File: config.mk
export PLATFORM = sky130hd
export DESIGN_NAME = spdif_encode
export DESIGN_NICKNAME = d
export VERILOG_FILES = /design/src/rtl/spdif_encode.sv
export SDC_FILE = /design/constraint.sdc
export NUM_CORES = 1
export LEC_CHECK = 0
export CORE_MARGIN = 2
export CORE_UTILIZATION = 35
export DETAILED_ROUTE_END_ITERATION = 8
export PLACE_DENSITY_LB_ADDON = 0.1
export SYNTH_ARGS = -nofsm -noshare
export SYNTH_HDL_FRONTEND = slang
export SYNTH_SLANG_ARGS = --single-unit
export TNS_END_PERCENT = 10
File: constraint.sdc
create_clock -name clk -period 6.9 [get_ports clk]
set_clock_uncertainty 0.2 [all_clocks]
set_input_delay 1.38 -clock clk [delete_from_list [all_inputs] [get_ports clk]]
set_output_delay 1.38 -clock clk [all_outputs]
set_load 0.02 [all_outputs]
File: src/rtl/spdif_encode.sv
// S/PDIF (IEC 60958) biphase-mark encoder for 16-bit stereo PCM.
// Each strobe emits one half-cell; samples are latched at the start of every frame.
module spdif_encode (
  input  logic        clk,
  input  logic        reset,
  input  logic        strobe,
  input  logic [15:0] sample_left,
  input  logic [15:0] sample_right,
  output logic        spdif,
  output logic        sample_req,
  output logic        block_start
);

  localparam logic [7:0] PRE_B = 8'b11101000;
  localparam logic [7:0] PRE_M = 8'b11100010;
  localparam logic [7:0] PRE_W = 8'b11100100;

  logic [5:0]  h_reg;
  logic        ch_reg;
  logic [7:0]  f_reg;
  logic [15:0] left_reg;
  logic [15:0] right_reg;
  logic        prev_level_reg;
  logic        spdif_reg;
  logic        sample_req_reg;
  logic        block_start_reg;

  logic        frame_start;
  logic [15:0] cur_sample;
  logic        c_bit;
  logic        parity_bit;
  logic [31:0] slot_bits;
  logic [4:0]  slot;
  logic [7:0]  preamble;
  logic        line_next;

  assign frame_start = strobe && (h_reg == 6'd0) && !ch_reg;
  assign cur_sample  = ch_reg ? right_reg : left_reg;
  assign slot        = h_reg[5:1];
  assign c_bit       = (f_reg == 8'd2) || (f_reg == 8'd25);
  // Aux, V and U are all zero, so parity only covers the sample and C.
  assign parity_bit  = (^cur_sample) ^ c_bit;

  generate
    for (genvar gi = 0; gi < 32; gi++) begin : g_slot
      if (gi >= 12 && gi <= 27) begin : g_data
        assign slot_bits[gi] = cur_sample[gi-12];
      end else if (gi == 30) begin : g_c
        assign slot_bits[gi] = c_bit;
      end else if (gi == 31) begin : g_p
        assign slot_bits[gi] = parity_bit;
      end else begin : g_zero
        assign slot_bits[gi] = 1'b0;
      end
    end
  endgenerate

  always_comb begin
    preamble  = PRE_M;
    line_next = spdif_reg;
    if (ch_reg) begin
      preamble = PRE_W;
    end else if (f_reg == 8'd0) begin
      preamble = PRE_B;
    end
    if (h_reg < 6'd8) begin
      line_next = preamble[3'd7 - h_reg[2:0]] ^ prev_level_reg;
    end else if (!h_reg[0]) begin
      line_next = ~spdif_reg;
    end else begin
      line_next = spdif_reg ^ slot_bits[slot];
    end
  end

  always_ff @(posedge clk) begin
    if (reset) begin
      h_reg           <= 6'd0;
      ch_reg          <= 1'b0;
      f_reg           <= 8'd0;
      left_reg        <= 16'd0;
      right_reg       <= 16'd0;
      prev_level_reg  <= 1'b0;
      spdif_reg       <= 1'b0;
      sample_req_reg  <= 1'b0;
      block_start_reg <= 1'b0;
    end else begin
      sample_req_reg  <= frame_start;
      block_start_reg <= frame_start && (f_reg == 8'd0);
      if (frame_start) begin
        left_reg  <= sample_left;
        right_reg <= sample_right;
      end
      if (strobe) begin
        spdif_reg <= line_next;
        h_reg     <= h_reg + 6'd1;
        // Line level at the end of a subframe seeds the next preamble.
        if (h_reg == 6'd63) begin
          prev_level_reg <= line_next;
          ch_reg         <= ~ch_reg;
          if (ch_reg) begin
            f_reg <= (f_reg == 8'd191) ? 8'd0 : f_reg + 8'd1;
          end
        end
      end
    end
  end

  assign spdif       = spdif_reg;
  assign sample_req  = sample_req_reg;
  assign block_start = block_start_reg;

endmodule

==> results by stage <==
Floorplan:
- The horizontal extent of the die is 93.0 µm.
- The die covers 8660 µm².
- The core area is 7690 µm².
- The I/O pin total is 38.
- The initial utilization of the core area, before any placement, comes to 0.361.
- In this run the vertical extent of the chip is 93.0 µm.
- The floorplan has 32 rows.

Worst setup path:
- In this run the worst path has a maximum fanout of 9.
- Walking the worst path, the cells encountered are clkdlybuf4s50_1 -> nand2_1 -> nor3_1 -> and2_0 -> nand2_1 -> or3_1 -> a21oi_1.
- At the worst endpoint, the arrival time is 3.50 ns.
- In this run the critical register-to-register path is launched from ch_reg$_SDFFE_PP0P_.
- The worst path required time is 6.93 ns.
- The worst setup path is of the input port to register kind.
- Counting both buffers and inverters, the worst setup path holds a total of 1.
- The start point of the critical path is strobe.
- For flop-to-flop paths, the worst setup slack is 3.96 ns.
- The master of the slowest instance on the critical path is sky130_fd_sc_hd__clkdlybuf4s50_1.
- The element type at the critical path start is an input port.
- The cell occurring most often along the worst timing path is sky130_fd_sc_hd__nand2_1.
- The cell family contributing the most delay on the critical path is simple AND/OR/NAND/NOR gates.
- The worst setup path is captured at a register.
- The largest stage delay on the critical path is 0.68 ns.

Hold path:
- The kind of path behind the tightest hold check is register to register.
- The start point of the worst hold path is left_reg[13]$_SDFFE_PP0P_.

Global route:
- For this run, the total global-route usage over all layers was measured as 0.150.
- The initial antenna violation count is 0.
- The global routing usage on met2 is 0.216.
- The via count of the first global-routing pass is 2068.
- The leftover overflow at the end of global routing is 0.
- The global-route met1 utilization is 0.228.
- The most congested layer reported by global routing is met1.
- The global-route met3 utilization is 0.0306.
- The maximum number of pins on one net before global-route repair is 51.
- The global-route wire length before repair is 10.5 mm.

Clocking:
- The later pin in the worst-skew pair is clocked with a latency of 0.31 ns.
- The buffer type at the clock tree root is sky130_fd_sc_hd__clkbuf_8.
- The maximum buffer depth of the clock tree is 2.
- The number of instances resized during post-cts repair is 0.
- The clock sink count is 51.
- After clock tree synthesis, the flow added hold-fix buffers numbering 0.
- The post-CTS clock slew at the launch and capture registers of the worst setup and hold paths is 0.09 ns.
- Buffers inserted during clock tree synthesis total 5.
- TritonCTS built the clock tree.
- The number of setup buffers added after CTS is 0.
- The number of levels the H-tree was split into is 2.

Synth:
- The simple-gate share of the synthesized area is 0.211.
- Of all cell types, the one taking the most synthesized area is sky130_fd_sc_hd__dfxtp_1.
- The most used flip-flop cell after synthesis is sky130_fd_sc_hd__dfxtp_1.
- Of the total synthesized cell area, the portion taken by full adders, half adders and majority gates is 0.0271.
- In this run, synthesis produced a sequential element count of 51.
- The average cell area after synthesis is 8.46 µm².
- The number of different library cells used by synthesis comes to 45.
- After technology mapping, the gate count stands at 328.
- Of the post-synthesis cell area, the part taken by muxes is 0.123.
- Counting every net in the synthesized netlist gives 369.
- The number of warnings printed during yosys synthesis is 0.
- In the post-synthesis netlist, the biggest area contributors are sky130_fd_sc_hd__dfxtp_1, sky130_fd_sc_hd__nand2_1, sky130_fd_sc_hd__xor2_1, sky130_fd_sc_hd__a21oi_1, sky130_fd_sc_hd__mux2i_1.
- The dominant combinational cell family by area after synthesis is simple AND/OR/NAND/NOR gates.
- The synthesized-area fraction occupied by ao, oa, aoi and oai cells came to 0.113.
- The parity-gate share of the synthesized area counting xor and xnor cells is 0.110.
- The proportion of register bits with asynchronous set or reset after synthesis is 0.
- The area of the mapped netlist is 2780 µm².
- The sequential element share of the synthesized area is 0.368.
- The share of synthesized area in the top cell type comes to 0.368.
- In this run, synthesis inferred 0 flip-flops with an integrated enable.

Run:
- Max-cap violations in this run came to 0.

Timing:
- The share of the cycle needed by the critical path after routing is 0.503.
- The hold violation count in the final report was 0.
- The setup total negative slack is 0 ns.
- The worst pin sits at a relative slew slack of 0.249.
- The worst slack on hold paths is 0.288 ns.
- The least setup slack across all paths after layout is 3.43 ns.
- The max-slew violation count is 0.
- The transition time at the pin with the least slew margin is 1.13 ns.
- The shortest period the worst path allows is 3.47 ns.
- Based on the critical path, the design can be clocked at up to 288 MHz.
- Setup violations remaining at the end of the flow were counted as 0.
- Setup repair after global routing left no endpoint under its margin.

Final layout:
- The combined flip-flop and latch cell area is 1020 µm².
- The layout-stage area growth over the synthesis result is 17.9%.
- Leaving out fill and tap cells, the most frequent cell in the layout is sky130_fd_sc_hd__nand2_1.
- 0 antenna diodes ended up in the layout.
- The filler cell count in the final layout is 817.
- The net count reported at finish is 394.
- In the layout the commonest cells are sky130_fd_sc_hd__nand2_1, sky130_fd_sc_hd__dfxtp_1, sky130_fd_sc_hd__clkdlybuf4s50_1.
- Summing all multi-input logic gate instances after layout gives 1620 µm².
- The fraction of final layout cells with drive strength greater than 1 is 0.0706.

Drt:
- The number of vias in the routed layout is 2205.
- The first detailed-routing pass ran for 4 iterations.
- The detailed router finished its first iteration with 90 violations.
- The detail route stage leaves a number of antenna-violating nets equal to 0.
- The wire length after detailed routing is 6.16 mm.
- The per-cell via count in the routed design is 4.84.
- Dividing the detail-routed wire length by the instance count gives 13.5 µm.
- The DRC violation count after routing is 0.

Placement:
- The count of input and output buffers is 37.
- Summed over all nets, the half-perimeter wirelength after detailed placement is 4.27 mm.
- Routability-driven placement finished with a final weighted congestion of 0.775.
- The pre-CTS setup slack is 3.11 ns.

Power and ir drop:
- The worst supply voltage drop on vdd is 0.0841 mV.
- In this run the static leakage power is 1.19 nW.
- The power density over the cells is 201 nW/µm².

Outcome:
- The flow ran to the end, and the final reports show no timing, DRC or antenna violations.
-- through the flow --
step	cell area [µm²]	total power, mW	cells	utilization
finish	3270	0.658	456	0.425
global route	3270	0.697	456	0.425
CTS	3270	0.666	456	0.425
detailed placement	3180	0.484	448	0.413
global placement	3180	0.483	448	0.413
floorplan	2780	0.438	328	-
-- per-layer routing --
metal / share of wire / vias to the layer above / wire length, µm
li1: - / 1168 / -
met1: 0.53 / 1002 / 3290
met2: 0.42 / 30 / 2600
met3: 0.036 / 5 / 219
met4: 0.0086 / 0 / 53
met5: 0 / - / 0
-- worst min-delay path, delay by kind of cell (launching register included) --
family           cells  cell delay (ns)
flip-flops           1             0.34
AND/OR/NAND/NOR      1             0.06
AO/OA/AOI/OAI        1             0.05
-- final timing paths --
kind                                             endpoint  cells past startpoint
worst max-delay path                f_reg[4]$_SDFFE_PP0P_                      7
worst min-delay path            left_reg[13]$_SDFFE_PP0P_                      2
worst max register to register         spdif$_SDFFE_PP0P_                      7
worst min register to register  left_reg[13]$_SDFFE_PP0P_                      2
-- cell families after synthesis --
family                   after synthesis
AO/OA/AOI/OAI                         52
XOR/XNOR                              34
adder cells (fa/ha/maj)                6
buffers and inverters                 28
flip-flops                            51
multiplexers                          24
AND/OR/NAND/NOR                      133
-- Yosys cell counts (4+ instances only) --
cell type	count
sky130_fd_sc_hd__ha_1	6
sky130_fd_sc_hd__inv_1	6
sky130_fd_sc_hd__or3_1	5
sky130_fd_sc_hd__nor3_1	4
sky130_fd_sc_hd__nor2_1	22
sky130_fd_sc_hd__clkbuf_1	17
sky130_fd_sc_hd__dfxtp_1	51
sky130_fd_sc_hd__nand3_1	5
sky130_fd_sc_hd__xnor2_1	11
sky130_fd_sc_hd__nand2_1	78
sky130_fd_sc_hd__o21ai_0	4
sky130_fd_sc_hd__xor2_1	22
sky130_fd_sc_hd__nand4_1	5
sky130_fd_sc_hd__mux2i_1	15
sky130_fd_sc_hd__a21oi_1	35
-- power breakdown --
part	total [mW]	switching (mW)	internal [mW]
Sequential	0.327	0.0157	0.311
Clock	0.184	0.111	0.0729
Combinational	0.147	0.0720	0.0753
Total	0.658	0.199	0.459
-- final cells by class --
cell class,instances,share of cell area
inverters,7,0.00842
clock buffers,5,0.0210
repair buffers,39,0.116
flip-flops and latches,51,0.312
multi-input cells,249,0.496
well taps,102,0.0390
clock inverters,3,0.00727
No activity file was read; power rests on OpenSTA's default activity.
